--- src/rtl/irq_ctrl_pkg.sv ---
// Shared definitions for the interrupt controller: register indices, FSM states, ID width.
package irq_ctrl_pkg;

  localparam int unsigned ID_W = 5;

  localparam logic [3:0] REG_PENDING  = 4'd0;
  localparam logic [3:0] REG_ENABLE   = 4'd1;
  localparam logic [3:0] REG_CLAIM    = 4'd2;
  localparam logic [3:0] REG_COMPLETE = 4'd3;
  localparam logic [3:0] REG_STATUS   = 4'd4;

  typedef enum logic {
    ST_IDLE = 1'b0,
    ST_BUSY = 1'b1
  } state_e;

  function automatic logic [31:0] status_word(input logic busy, input logic [ID_W-1:0] id);
    return {19'b0, id, 7'b0, busy};
  endfunction

endpackage

--- src/rtl/irq_ctrl_prio_enc.sv ---
// Lowest-index priority encoder: returns (index + 1) of the lowest set bit, 0 when empty.
module irq_prio_enc
  import irq_ctrl_pkg::*;
#(
  parameter int unsigned NSRC = 8
) (
  input  logic [NSRC-1:0] req,
  output logic [ID_W-1:0] id
);

  // Scan downward so the last hit, i.e. the lowest index, wins.
  always_comb begin
    id = '0;
    for (int unsigned i = NSRC; i > 0; i--) begin
      if (req[i-1]) id = ID_W'(i);
    end
  end

endmodule

--- src/rtl/irq_ctrl.sv ---
// Edge-capturing interrupt controller with claim/complete handshake.
// Define IRQ_CTRL_SYNC_EN to put a two-flop synchronizer in front of edge detection.
module irq_ctrl
  import irq_ctrl_pkg::*;
#(
  parameter int unsigned NSRC = 8
) (
  input  logic            clk,
  input  logic            rst,
  input  logic [3:0]      a,
  input  logic [31:0]     d,
  input  logic            we,
  input  logic            rd,
  output logic [31:0]     spo,
  input  logic [NSRC-1:0] src,
  output logic            irq_out
);

  state_e          state_q, state_d;
  logic [NSRC-1:0] samp_q, samp_d;
  logic [NSRC-1:0] hist_q, hist_d;
  logic [NSRC-1:0] pending_q, pending_d;
  logic [NSRC-1:0] enable_q, enable_d;
  logic [ID_W-1:0] in_service_q, in_service_d;
  logic            irq_out_q, irq_out_d;

  logic [NSRC-1:0] ready;
  logic [NSRC-1:0] rise;
  logic [NSRC-1:0] claim_mask;
  logic [ID_W-1:0] claim_id;
  logic            claim_go;
  logic            complete_go;
  logic            unused_d;

`ifdef IRQ_CTRL_SYNC_EN
  logic [NSRC-1:0] sync1_q, sync1_d;
  logic [NSRC-1:0] sync2_q, sync2_d;

  always_comb begin
    sync1_d = src;
    sync2_d = sync1_q;
    samp_d  = sync2_q;
  end

  always_ff @(posedge clk) begin
    sync1_q <= sync1_d;
    sync2_q <= sync2_d;
  end
`else
  always_comb samp_d = src;
`endif

  assign ready   = pending_q & enable_q;
  assign rise    = samp_q & ~hist_q;
  assign irq_out = irq_out_q;

  irq_prio_enc #(.NSRC(NSRC)) u_prio (
    .req (ready),
    .id  (claim_id)
  );

  always_comb begin
    claim_mask = '0;
    for (int unsigned i = 0; i < NSRC; i++) begin
      claim_mask[i] = (claim_id == ID_W'(i + 1));
    end
  end

  assign claim_go    = rd && (a == REG_CLAIM) && (state_q == ST_IDLE) && (claim_id != '0);
  assign complete_go = we && (a == REG_COMPLETE) && (state_q == ST_BUSY) &&
                       (d[ID_W-1:0] == in_service_q);

  always_comb begin
    state_d      = state_q;
    pending_d    = pending_q;
    enable_d     = enable_q;
    in_service_d = in_service_q;
    hist_d       = samp_q;
    irq_out_d    = (state_q == ST_IDLE) && (|ready);

    case (state_q)
      ST_IDLE: begin
        if (claim_go) begin
          pending_d    = pending_q & ~claim_mask;
          in_service_d = claim_id;
          state_d      = ST_BUSY;
        end
      end
      ST_BUSY: begin
        if (complete_go) begin
          in_service_d = '0;
          state_d      = ST_IDLE;
        end
      end
      default: state_d = ST_IDLE;
    endcase

    // A fresh edge overrides a same-cycle claim clear of that bit.
    pending_d = pending_d | rise;

    if (we && (a == REG_ENABLE)) enable_d = d[NSRC-1:0];

    // History follows the value being sampled now so a level held through reset is not an edge.
    if (rst) begin
      state_d      = ST_IDLE;
      pending_d    = '0;
      enable_d     = '0;
      in_service_d = '0;
      hist_d       = samp_d;
      irq_out_d    = 1'b0;
    end
  end

  always_ff @(posedge clk) begin
    state_q      <= state_d;
    samp_q       <= samp_d;
    hist_q       <= hist_d;
    pending_q    <= pending_d;
    enable_q     <= enable_d;
    in_service_q <= in_service_d;
    irq_out_q    <= irq_out_d;
  end

  always_comb begin
    spo = '0;
    case (a)
      REG_PENDING: spo = 32'(pending_q);
      REG_ENABLE:  spo = 32'(enable_q);
      REG_CLAIM:   spo = 32'(claim_id);
      REG_STATUS:  spo = status_word(state_q == ST_BUSY, in_service_q);
      default:     spo = '0;
    endcase
  end

  assign unused_d = ^d;

endmodule

--- config.mk ---
export PLATFORM = sky130hd
export DESIGN_NAME = irq_ctrl
export DESIGN_NICKNAME = d
export VERILOG_FILES = /design/src/rtl/irq_ctrl_pkg.sv /design/src/rtl/irq_ctrl_prio_enc.sv /design/src/rtl/irq_ctrl.sv
export SDC_FILE = /design/constraint.sdc
export NUM_CORES = 1
export LEC_CHECK = 0
export ABC_CLOCK_PERIOD_IN_PS = 3790
export CAP_MARGIN = 10
export CORE_UTILIZATION = 60
export DETAILED_ROUTE_END_ITERATION = 8
export DONT_BUFFER_PORTS = 1
export PLACE_DENSITY = 0.81
export SYNTH_ARGS = -nofsm -noshare
export SYNTH_HDL_FRONTEND = slang
export SYNTH_SLANG_ARGS = --single-unit
--- constraint.sdc ---
create_clock -name clk -period 3.79 [get_ports clk]
set_input_delay 0.758 -clock clk [delete_from_list [all_inputs] [get_ports clk]]
set_output_delay 0.758 -clock clk [all_outputs]
set_load 0.005 [all_outputs]
Word-level counts from Yosys, hierarchy flattened:

Cells that the tools add are included.

* eq/ne operators: 15
* muxes and demuxes: 18
* bitwise operators: 7
* reduce and logical (&&, ||, !) cells: 12

Operators by type and width (count)
* one-hot mux 13 bit (4 select lines): 1
* 2-to-1 mux 4 bit: 8
* bitwise AND 8 bit: 3
* 2-to-1 mux 8 bit: 3
* == test 5 x 3 -> 1 bit (second input constant): 4
* NOT 8 bit: 2
* == test 5 x 2 -> 1 bit (second input constant): 2
* 2-to-1 mux 5 bit: 2
* one-hot mux 5 bit (2 select lines): 1
* == test 4 x 2 -> 1 bit (second input constant): 2
* logical AND 1 bit: 8
* bitwise OR 8 bit: 1
* OR reduction 8 bit: 1
* == test 5 x 1 -> 1 bit (second input constant): 1
* == test 5 x 4 -> 1 bit (second input constant): 1
* == test 5 bit: 1
* nonzero test 5 bit: 1
* == test 4 x 1 -> 1 bit (second input constant): 1
* == test 4 x 3 -> 1 bit (second input constant): 1
* logical NOT 4 bit: 1
* 2-to-1 mux 1 bit: 2
* != test 2 x 1 -> 1 bit (second input constant): 1
* != test 2 bit (second input constant): 1
* one-hot mux 1 bit (2 select lines): 1
* 2 further kinds: 2

* flip-flop bits (word level): 39
* input bits: 48
* output and inout port bits: 33

Longest topological paths before layout:

Gate-level depths: netlist (run 1).

* depth in word-level cells: 15
* gate-level depth with buffers: 6
* mapped depth without buffers: 5

Cells and area by module:

Synthesis (run 1) repeated with hierarchy kept, for this count alone.

* cells, all modules: 218
* area total of the unflattened synthesis: 1990.7 um^2

By module, submodules not included
* irq_ctrl: instances 1, cells each 204, area each 1908.1 um^2, sequential area each 780.7 um^2
* irq_prio_enc: instances 1, cells each 14, area each 82.6 um^2, sequential area each 0.0 um^2

Worst setup path after synthesis (run 1):

OpenSTA, ideal clock, no wires.

* kind: input -> output
* start: input port a[0]
* end: output port spo[1]
* arrival time: 1.619 ns
* data required time: 3.032 ns
* slack: 1.413 ns
* stages: 4
* cells stage by stage: buf_1 -> mux2i_1 -> o22a_1 -> nor3_1

* word-level cells in the longest chain between the ends: 2

Ends and longest elaborated chain
* start: declaration: line irq_ctrl.sv:10 `input logic [3:0] a,`
* == test 4 x 3 -> 1 bit (tied with other cells): line irq_ctrl.sv:126 `case (a)`
* one-hot mux 13 bit (4 select lines) *: line irq_ctrl.sv:126
* end: declaration: line irq_ctrl.sv:14 `output logic [31:0] spo,`

Mark *: on every way between the ends. The rest lies on a longest branch, timed or not.

Worst setup path in the final report (run 1):

* start: register enable_q[1]
* end: output port spo[0]

* word-level cells in the longest chain between the ends: 4

Ends and longest elaborated chain
* start: declaration: line irq_ctrl.sv:23 `logic [NSRC-1:0] enable_q, enable_d;`
* start signal: assignment: line irq_ctrl.sv:119 `enable_q <= enable_d;`
* bitwise AND 8 bit: line irq_ctrl.sv:53 `assign ready = pending_q & enable_q;`
* 2-to-1 mux 4 bit (2 in a row): line irq_ctrl_prio_enc.sv:15 `if (req[i-1]) id = ID_W'(i);`
* one-hot mux 13 bit (4 select lines): line irq_ctrl.sv:126

Every way passes these cells.

==> run summary, run 1 <==
WORST SETUP PATH
-----------------------------------------------------------------------------------------------
Depth of the most critical reg-to-reg path                                                    5
Largest stage delay on the critical path                                                0.44 ns
Startpoint-to-endpoint class of the critical path                                  register to primary output
Count of cell instances traversed by the critical path                                        5
Required time at the worst-slack endpoint                                               3.03 ns
Setup slack on the worst flop-to-flop path                                              1.86 ns
Category of the worst setup path launch point                                          register
Endpoint of the worst register-to-register path                                    pending_q[7]
Critical path buffer and inverter count                                                       0
Worst setup path startpoint                                                         enable_q[1]
Gate family responsible for the most delay along the worst path                    compound AO/OA/AOI/OAI gates
Critical Path Slowest Stage Cell                                                   sky130_fd_sc_hd__a31oi_1
Critical path endpoint category                                                    primary output
Cell Chain, Critical Path                                                          nand2_1, a32o_1, a31oi_1, o21ai_0, a21o_1
R2R Path Start                                                                     pending_q[0]
Critical path fanouts, max                                                                    5
Worst setup path endpoint                                                                spo[0]
Arrival time of the worst setup path                                                    2.01 ns

PWR
-----------------------------------------------------------------------------------------------
Portion of total power attributed to the clock network                                    31.1%
Power per Cell Area                                                                  372 nW/µm²
Combinational share of power                                                               6.5%
Internal power summed over all cells                                                 0.000532 W
Power spent charging and discharging nets                                            0.000158 W
Overall Power                                                                        0.000690 W
VDD IR max                                                                               271 µV
Fraction of power spent switching nets                                                    22.9%
Seq pwr share                                                                             62.5%
Leakage power                                                                          0.760 nW

ROUTE
-----------------------------------------------------------------------------------------------
Count of nets left with antenna violations after detail routing                               0
Total number of vias                                                                       1420
Vias per std cell                                                                          6.15
Detailed-router iteration count before antenna repair                                         7
Drt first-iter violations                                                                    77
Overall routed net length                                                               3.44 mm
# DRC                                                                                        10
Routed wire per std cell                                                                14.9 µm

TIMING
-----------------------------------------------------------------------------------------------
Endpoints failing hold                                                                        0
Final clock period utilization by the worst path                                          73.0%
Max-slew headroom                                                                         57.5%
Highest achievable clock rate                                                           362 MHz
RSZ-0062 raised after global routing                                                      false
Clock tree skew after final layout                                                   0.00685 ns
Setup violations, final                                                                       0
Least-Margin Pin Slew                                                                  0.629 ns
Count of pins over their slew limit                                                           0
Final TNS setup                                                                            0 ns
Final Critical Period                                                                   2.77 ns

DIE
-----------------------------------------------------------------------------------------------
Area of the die                                                                        3330 µm²
Number of standard-cell rows in the floorplan                                                19
Height of the chip                                                                      57.7 µm
Initial Util                                                                              65.2%
Floorplan Core Area                                                                    2850 µm²
Horizontal die dimension                                                                57.7 µm
# IOs                                                                                        81

RUN STATUS
-----------------------------------------------------------------------------------------------
Status                                                                             finished with violations
Violations in the final reports                                                    design-rule violations

CELLS AND AREA
-----------------------------------------------------------------------------------------------
Final-stage net count                                                                       247
Number of diodes                                                                              0
Final-layout fill cell count                                                                257
Share of the core filled with cells in the final layout                                   65.1%
Fraction of layout instances using a drive strength above 1                               8.50%
Layout Cells excl Fill                                                                      231
Area added between synthesis and finish                                                 -0.202%

SYNTHESIS
-----------------------------------------------------------------------------------------------
Sequential element share of the synthesized area                                          40.9%
Number of distinct library cells after synthesis                                             41
Synth Register Bits                                                                          38
Most repeated cell in the gate-level netlist after synthesis                       sky130_fd_sc_hd__dfxtp_1
Post-synth EDFFs                                                                              0
Number of instances in the synthesized netlist                                              199
Most common flop cell mapped by yosys                                              sky130_fd_sc_hd__dfxtp_1
Mean area per synthesized cell                                                         9.35 µm²
Mapped Area                                                                            1860 µm²
Cell types occupying the most area after synthesis                                 sky130_fd_sc_hd__dfxtp_1, sky130_fd_sc_hd__mux2i_1, sky130_fd_sc_hd__buf_4
Async S/R FF share, synth                                                                    0%
Number of synthesis warnings                                                                  0
Area share of the leading cell type in the synthesized netlist                            40.9%
Most common library cells after synthesis                                          sky130_fd_sc_hd__dfxtp_1, sky130_fd_sc_hd__buf_4, sky130_fd_sc_hd__mux2i_1, sky130_fd_sc_hd__nor2_1, sky130_fd_sc_hd__a21oi_1
Most area-hungry cell type in the Yosys netlist                                    sky130_fd_sc_hd__dfxtp_1

CLOCK TREE
-----------------------------------------------------------------------------------------------
Count of H-tree levels built during CTS                                                       2
Clk Latency, worst-skew pair                                                            0.33 ns
Sink count of the clock tree                                                                 38
Cells resized by post-CTS repair                                                              0
Clock tree root buffer cell                                                        sky130_fd_sc_hd__clkbuf_4
Buffer depth of the longest clock path                                                        2
Inserted Clock Buffers                                                                        5
Post-cts hold buffer count                                                                    0
Clock input transition at the sequential cells of the worst setup and hold paths        0.11 ns
Post-CTS repair timing setup buffer count                                                     0
Clock tree from TritonCTS                                                                  done

PLACE
-----------------------------------------------------------------------------------------------
Number of buffers added on ports                                                              0
Routability-driven placement congestion ratio                                             0.881
Detailed Place HPWL                                                                     2.57 mm
Placed Instances                                                                            223

MIN PATH
-----------------------------------------------------------------------------------------------
Type of the tightest min-delay check                                               primary input to register
Depth of the worst hold-timing path                                                           0

GRT
-----------------------------------------------------------------------------------------------
Total congestion overflow after global routing                                                0
Total routing resource utilization after global routing                                   22.4%
Pin count of the biggest net entering global routing                                         31
Global-route wire length before repair                                                  5.67 mm
Via count of the first global-routing pass                                                 1258
Initial antenna violation count                                                               0

RUN
-----------------------------------------------------------------------------------------------
Total of max-cap violations                                                                   0

-- layout make-up --
type                       count  area [µm²]  share of cell area (%)
sequential                    38         761                    41.0
inverter                       2        7.51                   0.404
tap                           31        38.8                    2.09
clock inverter                 1        5.00                   0.270
multi-input combinational    152         990                    53.3
clock buffer                   7        55.1                    2.96
-- state kept, by name, indices dropped and copies added (netlist names) --
register,flops
in_service_q,4
enable_q,8
irq_out,1
pending_q,8
samp_q,8
state_q,1
hist_q,8
-- cells in the final DEF, fill, tap and decap left out, types with 2 or more instances in the layout --
cell / instances
sky130_fd_sc_hd__a211o_1: 5
sky130_fd_sc_hd__a211oi_1: 3
sky130_fd_sc_hd__a21o_1: 2
sky130_fd_sc_hd__a21oi_1: 11
sky130_fd_sc_hd__a22o_1: 2
sky130_fd_sc_hd__a31o_2: 2
sky130_fd_sc_hd__a32o_1: 3
sky130_fd_sc_hd__and2_1: 7
sky130_fd_sc_hd__clkbuf_4: 5
sky130_fd_sc_hd__conb_1: 20
sky130_fd_sc_hd__dfxtp_1: 38
sky130_fd_sc_hd__inv_1: 2
sky130_fd_sc_hd__mux2_2: 8
sky130_fd_sc_hd__mux2i_1: 16
sky130_fd_sc_hd__nand2_1: 8
sky130_fd_sc_hd__nand2b_1: 8
sky130_fd_sc_hd__nand3_1: 8
sky130_fd_sc_hd__nor2_1: 16
sky130_fd_sc_hd__nor2b_1: 3
sky130_fd_sc_hd__nor3_1: 3
sky130_fd_sc_hd__nor4_1: 2
sky130_fd_sc_hd__o22ai_1: 2
sky130_fd_sc_hd__o31ai_1: 5
sky130_fd_sc_hd__xor2_1: 4
-- stage by stage --
stage	cell area, µm²	worst slack (ns)	hold WS, ns
finish	1860	1.02	0.451
global placement	1800	1.44	0.446
global route	1860	0.881	0.419
CTS	1860	1.06	0.426
detailed placement	1800	1.43	0.454
floorplan	1930	1.41	0.443
-- cells by family (layout without fill, tap and decap cells) --
kind of cell	Yosys count	after routing	synth area share, %
multiplexers	24	24	13.4
AO/OA/AOI/OAI	43	43	16.7
AND/OR/NAND/NOR	61	61	17.1
buffers and inverters	28	10	9.75
other	1	20	0.202
XOR/XNOR	4	4	1.88
flip-flops	38	38	40.9
-- worst min-delay path by stage --
stage,endpoint,from,slack [ns]
final,samp_q[5],src[5],0.45
after global routing,samp_q[1],src[1],0.42
after CTS,samp_q[1],src[1],0.43
after detailed placement,pending_q[1],samp_q[1],0.45
after global placement,pending_q[7],samp_q[7],0.45
after floorplan,pending_q[1],samp_q[1],0.44
-- power by group through the flow --
stage	logic (W)	registers, W	clock network [W]
detailed placement	0.0000444	0.000440	0
CTS	0.0000444	0.000431	0.000223
floorplan	0.0000614	0.000436	0
global route	0.0000506	0.000434	0.000238
global placement	0.0000426	0.000439	0
finish	0.0000447	0.000431	0.000214
-- worst register-to-register path: stages, from the launching register on --
cell,delay (ns)
sky130_fd_sc_hd__dfxtp_1,0.38
sky130_fd_sc_hd__a222oi_1,0.62
sky130_fd_sc_hd__o31ai_1,0.22
sky130_fd_sc_hd__a211o_1,0.33
sky130_fd_sc_hd__o31ai_1,0.21
sky130_fd_sc_hd__a21oi_1,0.09
-- routing by layer --
layer	vias to the layer above	track usage [%]	share of wire, %
met5	-	0	0
met4	0	7.48	0.90
met3	4	5.80	9.0
met2	79	36.4	48
met1	656	29.2	42
li1	681	-	-
Note: power is estimated with default switching activity, not from simulation.
==> inputs of run 2 (changes only) <==
Settings changed: ABC_CLOCK_PERIOD_IN_PS 3790 to 2300, CORE_UTILIZATION 60 to 56, PLACE_DENSITY 0.81 to 0.79.
Clock period 3.79 ns to 2.3 ns, I/O delays scaled along.
==> run 2 against run 1 <==
  * The run now ends clean
  * Wire length is 8.4% higher
  * Via count is 1.6% higher
  * Clock power grew 67%
  * Highest routed layer unchanged
==> run summary, run 2 (synthesized netlist as in run 1, its figures left out) <==
CELLS AND AREA
-----------------------------------------------------------------------------------------------
Fraction of layout instances using a drive strength above 1                               14.1%
Area added between synthesis and finish                                                   4.51%
Number of diodes                                                                              0
Top library cells by usage in the layout, fill and taps aside                      sky130_fd_sc_hd__dfxtp_1, sky130_fd_sc_hd__conb_1, sky130_fd_sc_hd__mux2i_1, sky130_fd_sc_hd__nor2_1, sky130_fd_sc_hd__a21oi_1
Commonest non-fill, non-tap cell in the layout                                     sky130_fd_sc_hd__dfxtp_1
Final-layout fill cell count                                                                281
Final-stage net count                                                                       253
Share of the core filled with cells in the final layout                                   62.7%

WORST SETUP PATH
-----------------------------------------------------------------------------------------------
Setup slack on the worst flop-to-flop path                                              0.40 ns
Category of the worst setup path launch point                                          register
Count of cell instances traversed by the critical path                                        5
Gate family responsible for the most delay along the worst path                    compound AO/OA/AOI/OAI gates
Depth of the most critical reg-to-reg path                                                    5
Critical Path Slowest Stage Cell                                                   sky130_fd_sc_hd__dfxtp_1
Critical path endpoint category                                                    primary output
Critical path buffer and inverter count                                                       1
Required time at the worst-slack endpoint                                               1.84 ns
Startpoint-to-endpoint class of the critical path                                  register to primary output
Critical path fanouts, max                                                                    5
Arrival time of the worst setup path                                                    1.76 ns
Cell Chain, Critical Path                                                          a222oi_1, buf_4, nand3_1, o22ai_2, and2_1
Largest stage delay on the critical path                                                0.37 ns

CLOCK TREE
-----------------------------------------------------------------------------------------------
Post-cts hold buffer count                                                                    0
Buffer depth of the longest clock path                                                        2
Clk Latency, worst-skew pair                                                            0.33 ns
Clock tree root buffer cell                                                        sky130_fd_sc_hd__clkbuf_4
Clock input transition at the sequential cells of the worst setup and hold paths        0.11 ns
Sink count of the clock tree                                                                 38
Clock tree from TritonCTS                                                                  done
Inserted Clock Buffers                                                                        5
Count of H-tree levels built during CTS                                                       2

TIMING
-----------------------------------------------------------------------------------------------
Final clock period utilization by the worst path                                          96.3%
Setup violations, final                                                                       0
Max-slew headroom                                                                         58.7%
Post-route worst hold slack                                                            0.141 ns
Highest achievable clock rate                                                           451 MHz
RSZ-0062 raised after global routing                                                       true
Count of pins over their slew limit                                                           0
Final Critical Period                                                                   2.22 ns
Clock tree skew after final layout                                                   0.00769 ns
Slack of the critical path                                                            0.0849 ns
Endpoints failing hold                                                                        0
Final TNS setup                                                                            0 ns
Least-Margin Pin Slew                                                                  0.611 ns

PWR
-----------------------------------------------------------------------------------------------
VDD IR max                                                                               521 µV
Overall Power                                                                         0.00115 W
Leakage power                                                                          0.796 nW
Power per Cell Area                                                                  591 nW/µm²

PLACE
-----------------------------------------------------------------------------------------------
Routability-driven placement congestion ratio                                             0.832
Post-placement worst setup slack                                                       0.307 ns
Detailed Place HPWL                                                                     2.80 mm
Number of buffers added on ports                                                              0

ROUTE
-----------------------------------------------------------------------------------------------
# DRC                                                                                         0
Routed wire per std cell                                                                14.9 µm
Vias per std cell                                                                          5.77
Drt first-iter violations                                                                   109
Overall routed net length                                                               3.72 mm
Detailed-router iteration count before antenna repair                                         5
Count of nets left with antenna violations after detail routing                               0
Total number of vias                                                                       1443

MIN PATH
-----------------------------------------------------------------------------------------------
Depth of the worst hold-timing path                                                           0
Type of the tightest min-delay check                                               primary input to register

DIE
-----------------------------------------------------------------------------------------------
Number of standard-cell rows in the floorplan                                                20
Initial Util                                                                              60.0%
# IOs                                                                                        81
Area of the die                                                                        3560 µm²
Floorplan Core Area                                                                    3100 µm²
Height of the chip                                                                      59.6 µm
Horizontal die dimension                                                                59.6 µm

RUN
-----------------------------------------------------------------------------------------------
Total of max-cap violations                                                                   0

GRT
-----------------------------------------------------------------------------------------------
Total congestion overflow after global routing                                                0
Pin count of the biggest net entering global routing                                         31
Total routing resource utilization after global routing                                   22.7%
Global-route wire length before repair                                                  5.95 mm
Initial antenna violation count                                                               0
Via count of the first global-routing pass                                                 1317

RUN STATUS
-----------------------------------------------------------------------------------------------
Status                                                                                completed

[run 2: per-layer routing]
layer / global-route usage, % / up-vias / part of all wire, %
met1: 28.1 / 673 / 43
met3: 7.21 / 6 / 7.7
met2: 36.8 / 72 / 48
met5: 0 / - / 0
met4: 7.97 / 0 / 1.3
li1: - / 692 / -
[run 2: what timing repair did]
action / 4_1_cts / 5_1_grt
endpoints found under the hold margin: 0 / 0
setup buffers: 0 / 2
pin swaps: 0 / 2
endpoints found under the setup margin: 1 / 3
cloned: 0 / 0
resized for setup: 2 / 3
[run 2: worst paths after layout]
path                     end        start
max reg2reg  in_service_q[3]      state_q
max                   spo[3]  enable_q[0]
min                samp_q[7]       src[7]
min reg2reg     pending_q[7]    samp_q[7]
[run 2: stage by stage]
stage	instance area (µm²)	instances
after CTS	1910	248
after detailed placement	1840	240
after global placement	1840	240
final	1940	250
after global routing	1940	250
after floorplan	1930	218
[run 2: area by class of cell]
cell class / count / area (µm²) / area share, %
timing repair buffer: 6 / 45.0 / 2.32
sequential: 38 / 762 / 39.2
clock buffer: 6 / 51.3 / 2.64
tap: 44 / 55.1 / 2.83
clock inverter: 2 / 12.5 / 0.644
multi-input combinational: 152 / 1010 / 52.0
inverter: 2 / 7.51 / 0.386
[run 2: where the power goes]
group / switching [W] / internal [W] / total, W
Combinational: 0.0000357 / 0.0000423 / 0.0000779
Sequential: 0.0000228 / 0.000690 / 0.000713
Clock: 0.000211 / 0.000147 / 0.000358
Total: 0.000270 / 0.000879 / 0.00115
